<file path="src/rtl/dmem_arbiter.sv">
// rtl/dmem_arbiter.sv - two-requester arbiter in front of the single-port data memory
//
// Purpose:
//   Shares one synchronous single-port dmem between the processor load/store
//   path (priority requester) and the loader/debug port. At most one access
//   is issued per cycle. Read data comes back one cycle after the grant and is
//   tagged to the requester that issued it. The loader is forced through after
//   MAX_WAIT consecutive lost cycles, so it cannot be starved.
//
// Parameters:
//   ADDR_W    dmem word-address width
//   DATA_W    data width
//   MAX_WAIT  consecutive lost loader cycles before the loader wins (1..15)
//
// Ports:
//   clock, reset                      clock and asynchronous active-high reset
//   p_req/p_wren/p_addr/p_data        processor request
//   p_gnt                             processor access issued this cycle (comb)
//   p_rvalid/p_q                      processor read return (rvalid registered)
//   l_req/l_wren/l_addr/l_data        loader request
//   l_gnt                             loader access issued this cycle (comb)
//   l_rvalid/l_q                      loader read return (rvalid registered)
//   address_dmem/data/wren            to dmem
//   q_dmem                            from dmem, valid the cycle after the address edge

module dmem_arbiter #(
    parameter int ADDR_W   = 12,
    parameter int DATA_W   = 32,
    parameter int MAX_WAIT = 4
) (
    input  logic              clock,
    input  logic              reset,

    input  logic              p_req,
    input  logic              p_wren,
    input  logic [ADDR_W-1:0] p_addr,
    input  logic [DATA_W-1:0] p_data,
    output logic              p_gnt,
    output logic              p_rvalid,
    output logic [DATA_W-1:0] p_q,

    input  logic              l_req,
    input  logic              l_wren,
    input  logic [ADDR_W-1:0] l_addr,
    input  logic [DATA_W-1:0] l_data,
    output logic              l_gnt,
    output logic              l_rvalid,
    output logic [DATA_W-1:0] l_q,

    output logic [ADDR_W-1:0] address_dmem,
    output logic [DATA_W-1:0] data,
    output logic              wren,
    input  logic [DATA_W-1:0] q_dmem
);

    localparam logic [3:0] MAX_WAIT_C = 4'(MAX_WAIT);

    logic [3:0] r_wait_cnt;
    logic [1:0] r_rd_owner;   // [0] = processor read in flight, [1] = loader read in flight

    logic w_force_l;
    logic w_p_gnt;
    logic w_l_gnt;

    // Loader has waited long enough: it overrides processor priority for one cycle.
    assign w_force_l = l_req & (r_wait_cnt == MAX_WAIT_C);
    assign w_p_gnt   = p_req & ~w_force_l;
    assign w_l_gnt   = l_req & (~p_req | w_force_l);

    assign p_gnt = w_p_gnt;
    assign l_gnt = w_l_gnt;

    // Processor drives the bus when idle so the address mux needs only one select.
    assign address_dmem = w_l_gnt ? l_addr : p_addr;
    assign data         = w_l_gnt ? l_data : p_data;

    // Gated by reset so no write can land in memory while the system is held in reset.
    assign wren = ~reset & ((w_p_gnt & p_wren) | (w_l_gnt & l_wren));

    always_ff @(posedge clock or posedge reset) begin
        if (reset) begin
            r_wait_cnt <= 4'd0;
            r_rd_owner <= 2'b00;
        end else begin
            if (l_req & ~w_l_gnt) begin
                // Saturate defensively; force_l normally grants before the limit is passed.
                if (r_wait_cnt != MAX_WAIT_C) begin
                    r_wait_cnt <= r_wait_cnt + 4'd1;
                end
            end else begin
                r_wait_cnt <= 4'd0;
            end
            r_rd_owner <= {w_l_gnt & ~l_wren, w_p_gnt & ~p_wren};
        end
    end

    assign p_rvalid = r_rd_owner[0];
    assign l_rvalid = r_rd_owner[1];
    assign p_q      = q_dmem;
    assign l_q      = q_dmem;

endmodule

</file>
<file path="config.mk">
export PLATFORM = sky130hd
export DESIGN_NAME = dmem_arbiter
export DESIGN_NICKNAME = d
export VERILOG_FILES = /design/src/rtl/dmem_arbiter.sv
export SDC_FILE = /design/constraint.sdc
export NUM_CORES = 1
export LEC_CHECK = 0
export CAP_MARGIN = 20
export CORE_AREA = 2 2 94 96
export CTS_CLUSTER_SIZE = 40
export DETAILED_ROUTE_END_ITERATION = 7
export DIE_AREA = 0 0 96 98
export PLACE_DENSITY = 0.64
export RECOVER_POWER = 25
export SETUP_SLACK_MARGIN = 0.3
export SLEW_MARGIN = 10
export SYNTH_ARGS = -nofsm -noshare
export SYNTH_HDL_FRONTEND = slang
export SYNTH_SLANG_ARGS = --single-unit
</file>
<file path="constraint.sdc">
create_clock -name clock -period 2.8 [get_ports clock]
set_input_delay 0.42 -clock clock [delete_from_list [all_inputs] [get_ports clock]]
set_output_delay 0.42 -clock clock [all_outputs]
set_load 0.05 [all_outputs]
</file>
* Yosys cells after proc, flatten, opt, wreduce, memory -nomap -nowiden *
Index checks and enable logic that the tools add are counted.

storage, ports and cells
  flip-flop bits (word level) = 6
  input bits = 126
  output and inout port bits = 113
  word-level logic and storage cells = 27

operators by class
  add/sub/neg operators = 1
  eq/ne operators = 3
  multiplexer cells = 4
  bitwise operators = 17

operator list
  cell                   number
  $mux W32               1
  $mux W12               1
  $and A1 B1 Y1          9
  $mux W4                2
  $not A1 Y1             6
  $add A4 B1 Y4 const B  1
  $eq A4 B3 Y1 const B   1
  $ne A4 B3 Y1 const B   1
  $ne A2 B1 Y1 const B   1
  $or A1 B1 Y1           2

* Logic depth before layout (Yosys ltp) *
  depth in word-level cells = 7
  gate-level depth with buffers = 7

* Worst setup path after synthesis *
Ideal clock, no wire load.

  kind = reg2out
  start point = register r_wait_cnt[0]
  end point = output data[22]
  arrival time = 1.602 ns
  setup slack = 0.778 ns
  cell stages (with the launch flop) = 8
  cells stage by stage = dfrtp_1 > inv_1 > ha_1 > nand3b_1 > a21boi_2 > buf_6 > buf_12 > mux2_4

on the way
  longest elaborated chain between the ends = 5

RTL lines
  item                      line  text
  start: declaration        58    logic [3:0] r_wait_cnt;
  start signal: assignment  88    r_wait_cnt <= r_wait_cnt + 4'd1;
  $eq A4 B3 Y1              66    assign w_force_l = l_req & (r_wait_cnt == MAX_WAIT_C);
  $and A1 B1 Y1             66
  $or A1 B1 Y1              68    assign w_l_gnt = l_req & (~p_req | w_force_l);
  $and A1 B1 Y1             68
  via l_gnt                 46    output logic l_gnt,
  $mux W32                  75    assign data = w_l_gnt ? l_data : p_data;
  end: declaration          51    output logic [DATA_W-1:0] data,

The timed path passes the listed nets, and every way through them passes these cells.

* Worst setup path after layout *
  start point = input p_req
  end point = output p_gnt

on the way
  longest elaborated chain between the ends = 1

RTL lines
  item                line  text
  start: declaration  34    input logic p_req,
  $and A1 B1 Y1       67    assign w_p_gnt = p_req & ~w_force_l;
  end: declaration    38    output logic p_gnt,

Every way passes these cells.

==> impl_metrics.toml <==
[grt]
overflow = 0
grt_pass1_wl_um = 5820
track_usage_pct = 7.82
grt_pass1_vias = 1197
antenna_found_initial = 0
grt_max_degree = 29

[logic_synthesis]
synth.top_cell.area_share_pct = 37.8
synth.area.top_cells = "mux2_4 38%, buf_4 32%, dfrtp_1 10%"
synth-seq-cells = 6
synth_edf_count = 0
ys_types = 20
synth.most_common_cell = "buf_4"
syn_area_per_cell_um2 = 10.6
yosys_most_used_dff = "dfrtp_1"
synth_nets = 270
async_reset_ff_share_pct = 100
syn_inst = 142
syn-cell-area_um2 = 1510
synth_common_cells = "64 x buf_4, 38 x mux2_4, 6 x dfrtp_1, 6 x mux2_2"
synth_top_area_cell = "mux2_4"
synth_warnings = 0
seq_area_frac_synth_pct = 9.95

[pwr]
p_per_area_nw_per_um2 = 298
p_sw_uw = 318
power_frac_seq_pct = 11.6
switching_share_pct = 40.7
p_leak_uw = 0.00116
clock_power_share_pct = 16.3
p_total_uw = 782
irDropWorstVdd_v = 0.000195
p_comb_share_pct = 72.1
p_int_uw = 464

[final_layout]
fin_nets = 358
final_cells = 336
antenna_cells = 0
syn2layout_area_growth_pct = 73.9
seqCellArea_um2 = 150
drive_gt1_share_pct = 46.1
nFillCells = 846
multi_input_area_um2 = 779

[min_path]
hold_path_startpoint = "r_wait_cnt[0]"
hp-class = "reg2reg"
holdPathEnd = "r_wait_cnt[0]"
hold_depth = 2

[job]
maxCapViolations = 0

[critical_path]
crit_top_cell = "clkdlybuf4s50_1"
crit_path_end_kind = "output port"
required_ps = 2380
r2r_start = "r_wait_cnt[1]"
ff2ff_setup_slack_ps = 1190
startpoint = "p_req"
r2r_cells = 8
slowest_stage = "clkdlybuf4s50_1"
crit_family = "buffers and inverters"
cp_max_fo = 4
path_buf_inv = 2
arrival_ps = 2020
startpoint_type = "input port"
r2r_end = "r_rd_owner[1]"
cp_slowest_stage_delay_ps = 820
path_cells = "clkdlybuf4s50_1 -> and2_1 -> clkdlybuf4s50_1"
critPathKind = "in2out"

[sta]
slew_violations = 0
worst_pin_slew_ps = 516
slew_headroom_pct = 65.5
setup_viol = 0
period_needed_ps = 2440
timing.final.crit_share_pct = 87.2
rsz0062_at_grt = "yes"
hold_viol_final = 0
fin_setup_tns_ps = 0
finClkSkew_ps = 1.98
fmax_mhz = 410

[clock_network]
root_buffer = "clkbuf_8"
h-tree-depth = 1
ctsHoldBuffers = 0
clk_path_buf_depth = 2
cts_tree = "yes"
clk_pin_slew_ps = 30
numClockSinks = 6
cts_buffers = 3
clock_latency_ps = 220

[route]
drtIter0Drc = 16
antenna_left = 0
wl_um = 4740
drt-vias-per-instance = 3.71
drc = 0
dr.pass1.iters = 3
wl_per_cell_um = 14.1
vias = 1248

[place]
placed_cells = 325
io_buffers = 142
gp_congestion = 0.703

[floorplan]
io_pins = 239
coreArea_um2 = 8470
chipWidth_um = 96
start_util_pct = 17.8
dieArea_um2 = 9410
fp-row-count = 34
die_h_um = 98

[outcome]
status = "completed"
## worst reg2reg max path, delay by kind of cell (launching register included)
family,cells,cell delay [ps]
adder cells (fa/ha/maj),1,160
flip-flops,1,380
buffers and inverters,4,520
AO/OA/AOI/OAI,1,190
AND/OR/NAND/NOR,2,280
## routing by layer
layer,global-route usage (%),up-vias,share of wire (%)
met5,0,-,0
met3,3.40,0,14
met2,12.8,106,44
li1,-,584,-
met1,9.69,558,42
met4,0.989,0,0
## area by class of cell
| cell class | count | area share, % |
|---|---|---|
| repair buffers | 152 | 57.3 |
| flip-flops and latches | 6 | 5.72 |
| multi-input cells | 63 | 29.7 |
| well taps | 108 | 5.15 |
| clock buffers | 3 | 1.57 |
| inverters | 4 | 0.572 |
## power by group through the flow
stage / logic, uW / registers, uW / clock network (uW)
after floorplan: 564 / 96.9 / 0
after global placement: 538 / 92.5 / 0
after detailed placement: 540 / 92.6 / 0
after CTS: 542 / 91.5 / 131
after global routing: 590 / 91.4 / 132
final: 564 / 91.1 / 127
## cell usage in the layout, fill, tap and decap left out, drive strengths merged
master,count
nand3b,1
nand4b,1
nand2,1
a31o,1
clkdlybuf4s50,95
nor2b,2
buf,53
dlygate4sd3,1
a211oi,1
a21boi,1
xnor2,1
nor2,4
ha,2
inv,4
clkbuf,6
dfrtp,6
xor2,1
nand3,2
and2,1
mux2,44
## how the worst max path moves through the flow
stage,end,slack [ps],cells after the start
2_1_floorplan,data[22],780,7
5_1_grt,address_dmem[11],270,8
6_report,p_gnt,360,3
4_1_cts,address_dmem[11],280,7
3_3_place_gp,data[31],390,5
3_5_place_dp,address_dmem[11],360,5
## repair_timing
action | in CTS | in global routing
setup endpoints to repair | 4 | 44
pin swaps | 0 | 1
gates cloned | 0 | 4
buffers inserted | 0 | 4
gates resized for setup | 0 | 3
## through the flow
stage               utilization, %  worst slack [ps]  hold WS [ps]  instance area (um^2)
finish                        31.0               359           540                  2620
global route                  31.0               268           566                  2620
CTS                           29.3               281           471                  2480
detailed placement            28.8               356           487                  2440
global placement              28.8               388           479                  2440
floorplan                        -               778           219                  1510
## cells by family (layout without fill, tap and decap cells)
group,count (synthesis),in the layout,share of synthesized area (%)
xor+xnor,2,2,1.16
fa+ha+maj,2,2,1.66
simple gates,12,12,4.23
buf+inv,73,159,38.9
mux,44,44,42.3
compound gates,3,3,1.82
flops,6,6,9.95
## registers in the layout, indices dropped and copies added (netlist names)
register / count
r_rd_owner: 2
r_wait_cnt: 4
Power figures use the tool's default switching activity.
==> variant 1 (config.mk and constraints unchanged) <==
Make the reset (`reset`) synchronous in one clocked block. Comments in the files are not updated.
--- a/src/rtl/dmem_arbiter.sv
+++ b/src/rtl/dmem_arbiter.sv
@@ -78,5 +78,5 @@
     assign wren = ~reset & ((w_p_gnt & p_wren) | (w_l_gnt & l_wren));
 
-    always_ff @(posedge clock or posedge reset) begin
+    always_ff @(posedge clock) begin
         if (reset) begin
             r_wait_cnt <= 4'd0;
Function: differs if reset is asserted again (counterexample within 4 cycles, from zero or initial values and one cycle with reset high); with reset held inactive, the same outputs for 10 cycles.
==> variant 1 against the original RTL <==
- critical path depth grew 5
- utilization shrank 1.7 points
- hold slack lost 0.068 ns
- count of clock-buffer cells in the layout is the same
- final area shrank 5.6%
- routed wire length grew 8.2%
- sequential cell count is the same
- critical endpoint is now data[5]
- worst setup slack lost 0.017 ns
- first-iteration DRC count shrank 75%
- combinational power shrank 7.3%
- power shrank 4.5%
- synthesized area shrank 13%
==> variant 1: results (changes against the original RTL) <==
| Metric | Value |
|---|---|
| Total power | `0.747 mW (-4.5%)` |
| Worst-path fanout max | `12 (+8)` |
| Placed cell area | `0.00227 sq mm (-6.9%)` |
| Net switching power | `0.317 mW (-0.54%)` |
| Static leakage | `1.00 nW (-13%)` |
| Async set-or-reset flop fraction in the synthesized netlist | `0% (-100 points)` |
| Hold Path Origin | `r_wait_cnt[0]` |
| Per-cell routed wire length | `15.3 um (+8.5%)` |
| Mux cell area share after synthesis | `38.5% (-3.7 points)` |
| Fin Hold WS | `0.471 ns (-0.0684 ns)` |
| Hold-critical path endpoint | `r_wait_cnt[0]` |
| Hold path cells | `1 (-1)` |
| Yosys cell types | `22 (+10%)` |
| Pre-CTS setup slack | `0.316 ns (-0.0398 ns)` |
| Top_reg_cell synth | `dfxtp_1` |
| DR pass1 iterations | `4 (+1)` |
| Max IR drop VDD | `0.110 mV (-44%)` |
| Status | `completed` |
| Post-Synth Adder-Cell Area | `1.91% (+0.25 points)` |
| CP max-delay cell | `mux2_1` |
| Reg2reg start | `r_wait_cnt[0]` |
| Largest net degree at the start of global routing | `48 (+66%)` |
| Initial antenna violation count | `2 (+2)` |
| Layout cells sized above 1 | `34.4% (-12 points)` |
| Worst r2r path cells | `7 (-1)` |
| Complex-gate fraction of the synthesized area | `1.62% (-0.20 points)` |
| First-pass GRT wire length | `5880 um (+1.1%)` |
| Routed vias/inst | `3.94 (+6.0%)` |
| DR vias | `1,319 (+5.7%)` |
| Xor and xnor area share after synthesis | `0.668% (-0.49 points)` |
| RR Endpoint | `r_rd_owner[1]` |
| Max incr delay on CP | `0.35 ns (-0.47 ns)` |
| Register area share after synthesis | `9.16% (-0.79 points)` |
| Global-route usage over all layers | `8.14% (+0.32 points)` |
| Clock skew | `0.000711 ns (-0.00127 ns)` |
-- variant 1: changes by cell type in the layout (fill, tap and decap cells not counted), moves of 2 or more --
| cell | before | now |
|---|---|---|
| buf_6 | 3 | 13 |
| mux2_1 | 0 | 27 |
| dfxtp_1 | 0 | 6 |
| mux2_2 | 6 | 17 |
| buf_4 | 46 | 35 |
| mux2_4 | 38 | 0 |
| dfrtp_1 | 6 | 0 |
| buf_12 | 3 | 5 |
-- variant 1: how the worst max path moves through the flow --
stage	start	to	slack (ns)	cells after the start
2_1_floorplan	r_wait_cnt[0]	data[20]	0.67	7
5_1_grt	r_wait_cnt[0]	data[11]	0.27	8
3_5_place_dp	l_req	address_dmem[0]	0.32	5
4_1_cts	r_wait_cnt[0]	address_dmem[0]	0.30	7
3_3_place_gp	l_req	address_dmem[0]	0.35	5
6_report	r_wait_cnt[0]	data[5]	0.34	8
-- variant 1: what timing repair did --
item	in CTS	in global routing
buffers inserted	0	3
gates resized for setup	0	16
setup endpoints to repair	0	44
hold buffers	0	0
-- variant 1: power by group through the flow --
stage	combinational [mW]	clock (mW)	sequential, mW
3_5_place_dp	0.493	0	0.0900
3_3_place_gp	0.490	0	0.0899
4_1_cts	0.495	0.137	0.0886
2_1_floorplan	0.510	0	0.0932
5_1_grt	0.547	0.143	0.0887
6_report	0.523	0.135	0.0886
-- variant 1: cell type report --
type / count / area, sq um
fillers: 896 / 5990
repair buffers: 150 / 1510
multi-input cells: 64 / 653
flip-flops and latches: 6 / 120
inverters: 4 / 15.0
well taps: 108 / 135
clock buffers: 3 / 41.3
-- variant 1: per-layer routing --
metal	part of all wire [%]	global-route usage, %	vias to the layer above
met5	0.51	0	-
met4	1.2	2.75	4
met3	17	4.48	14
met2	49	15.2	136
met1	32	7.15	579
li1	-	-	586
==> variant 2 (config.mk and constraints unchanged) <==
Made on the original files. Set the parameter `ADDR_W` to 13 (it was 12).
--- a/src/rtl/dmem_arbiter.sv
+++ b/src/rtl/dmem_arbiter.sv
@@ -25,5 +25,5 @@
 
 module dmem_arbiter #(
-    parameter int ADDR_W   = 12,
+    parameter int ADDR_W   = 13,
     parameter int DATA_W   = 32,
     parameter int MAX_WAIT = 4
Ports: changed (resized address_dmem, l_addr and p_addr); port bits go from 239 to 242. The function was not compared with the original's and may differ.
==> variant 2 against the original RTL <==
- synthesized area fell by 2.1%
- sequential cell count did not move
- power increased by 1.6%
- worst setup slack lost 0.0035 ns
- non-clock buffer count rose by 1
- final area is 2.1% higher
- routed wire length down 2.4%
- fmax is 0.14% lower
- critical endpoint is now address_dmem[0]
==> variant 2: results (changes against the original RTL) <==
| Metric | Value |
|---|---|
| Status | `completed` |
| Gpl congestion | `0.705 (+0.24%)` |
| Yosys cell types | `20 (unchanged)` |
| Max layer used | `met4` |
| Setup bufs post-CTS | `0 (unchanged)` |
| ClkCell Share | `1.54% (-0.032 points)` |
| Top_reg_cell synth | `dfrtp_1` |
| P per Cell Area | `297 mW/mm^2 (-0.50%)` |
| Flop2flop setup slack | `1.21 ns (+0.02 ns)` |
| Xor and xnor area share after synthesis | `1.19% (+0.025 points)` |
| Clock skew | `0.00279 ns (+0.000808 ns)` |
| Final WL | `4630 um (-2.4%)` |
| Comb_multi_in | `64 (+1.6%)` |
| Syn_nets | `273 (+1.1%)` |
| Top post-synthesis cells by area | `buf_4, mux2_4, mux2_2` |
| Seq pwr share | `11.5%` |
| Post-synth top area share | `33.0% (-4.8 points)` |
| Bufs w/o clock | `153 (+0.66%)` |
| Buffering overhead | `58.9% (+1.6 points)` |
| Metal-1 WL | `1380 um (-31%)` |
| Mux cell area share after synthesis | `41.9% (-0.37 points)` |
| Hold path cells | `2 (unchanged)` |
| Final Net Count | `362 (+1.1%)` |
| Global-route usage over all layers | `7.83% (+0.014 points)` |
| Complex-gate fraction of the synthesized area | `1.86% (+0.039 points)` |
| Top post-synthesis cells by count | `buf_4, mux2_4, mux2_2` |
| Post-Synth Adder-Cell Area | `1.69% (+0.035 points)` |
| Pre-CTS setup slack | `0.281 ns (-0.0751 ns)` |
| Multi-input logic area | `761 sq um (-2.4%)` |
| Post-CTS sizing | `1 (+1)` |
| DR pass1 iterations | `2 (-1)` |
| Hold Path Class | `flip-flop to flip-flop` |
| Combinational gate power | `0.575 mW (+2%)` |
| CTS Root Cell | `clkbuf_8` |
| Reg2reg start | `r_wait_cnt[1]` |
| Static leakage | `1.16 nW (+0.34%)` |
| First-pass GRT wire length | `5840 um (+0.36%)` |
| Largest net degree at the start of global routing | `31 (+6.9%)` |
| Slew HR | `66.8% (+1.3 points)` |
| # port buffers | `145 (+2.1%)` |
| DRT iter0 DRCs | `5 (-11)` |
| Fin Hold WS | `0.549 ns (+0.00939 ns)` |
| Routed wl met3 | `1000 um (+56%)` |
| Final Util | `31.6% (+0.65 points)` |
| Vias in the first global route | `1,244 (+3.9%)` |
| Met2 WL | `2230 um (+6.0%)` |
| Placed cell area | `0.00245 sq mm (+0.36%)` |
| Fill cells | `853 (+0.83%)` |
| Layout cells sized above 1 | `45.7% (-0.40 points)` |
| Max IR drop VDD | `0.135 mV (-31%)` |
| Register area share after synthesis | `10.2% (+0.21 points)` |
| Largest regs | `r_wait_cnt x4, r_rd_owner x2` |
| Net switching power | `0.320 mW (+0.65%)` |
| DR vias | `1,299 (+4.1%)` |
| Worst-path fanout max | `8 (+4)` |
| Seq_cells | `6 (unchanged)` |
## variant 2: metal layers
metal / vias up / global-route usage (%)
met1: 564 / 6.97
li1: 587 / -
met2: 146 / 13.4
met3: 2 / 7.18
met5: - / 0
met4: 0 / 0.989
## variant 2: metrics by stage
stage	std cells	total power [mW]
finish	338	0.795
global route	338	0.833
CTS	332	0.768
detailed placement	329	0.633
floorplan	143	0.657
global placement	329	0.631
## variant 2: critical path, cell delays in order
cell             delay, ns
clkdlybuf4s50_1       0.53
a21boi_4              0.26
buf_12                0.15
buf_12                0.13
mux2_2                0.36
buf_6                 0.16
## variant 2: how the worst max path moves through the flow
stage | from | to | slack [ns] | cells after the start
global placement | l_req | data[30] | 0.32 | 5
floorplan | r_wait_cnt[0] | data[22] | 0.75 | 6
global route | r_wait_cnt[0] | address_dmem[0] | 0.27 | 8
detailed placement | l_req | data[30] | 0.28 | 5
CTS | r_wait_cnt[0] | address_dmem[0] | 0.26 | 7
finish | l_req | address_dmem[0] | 0.36 | 6
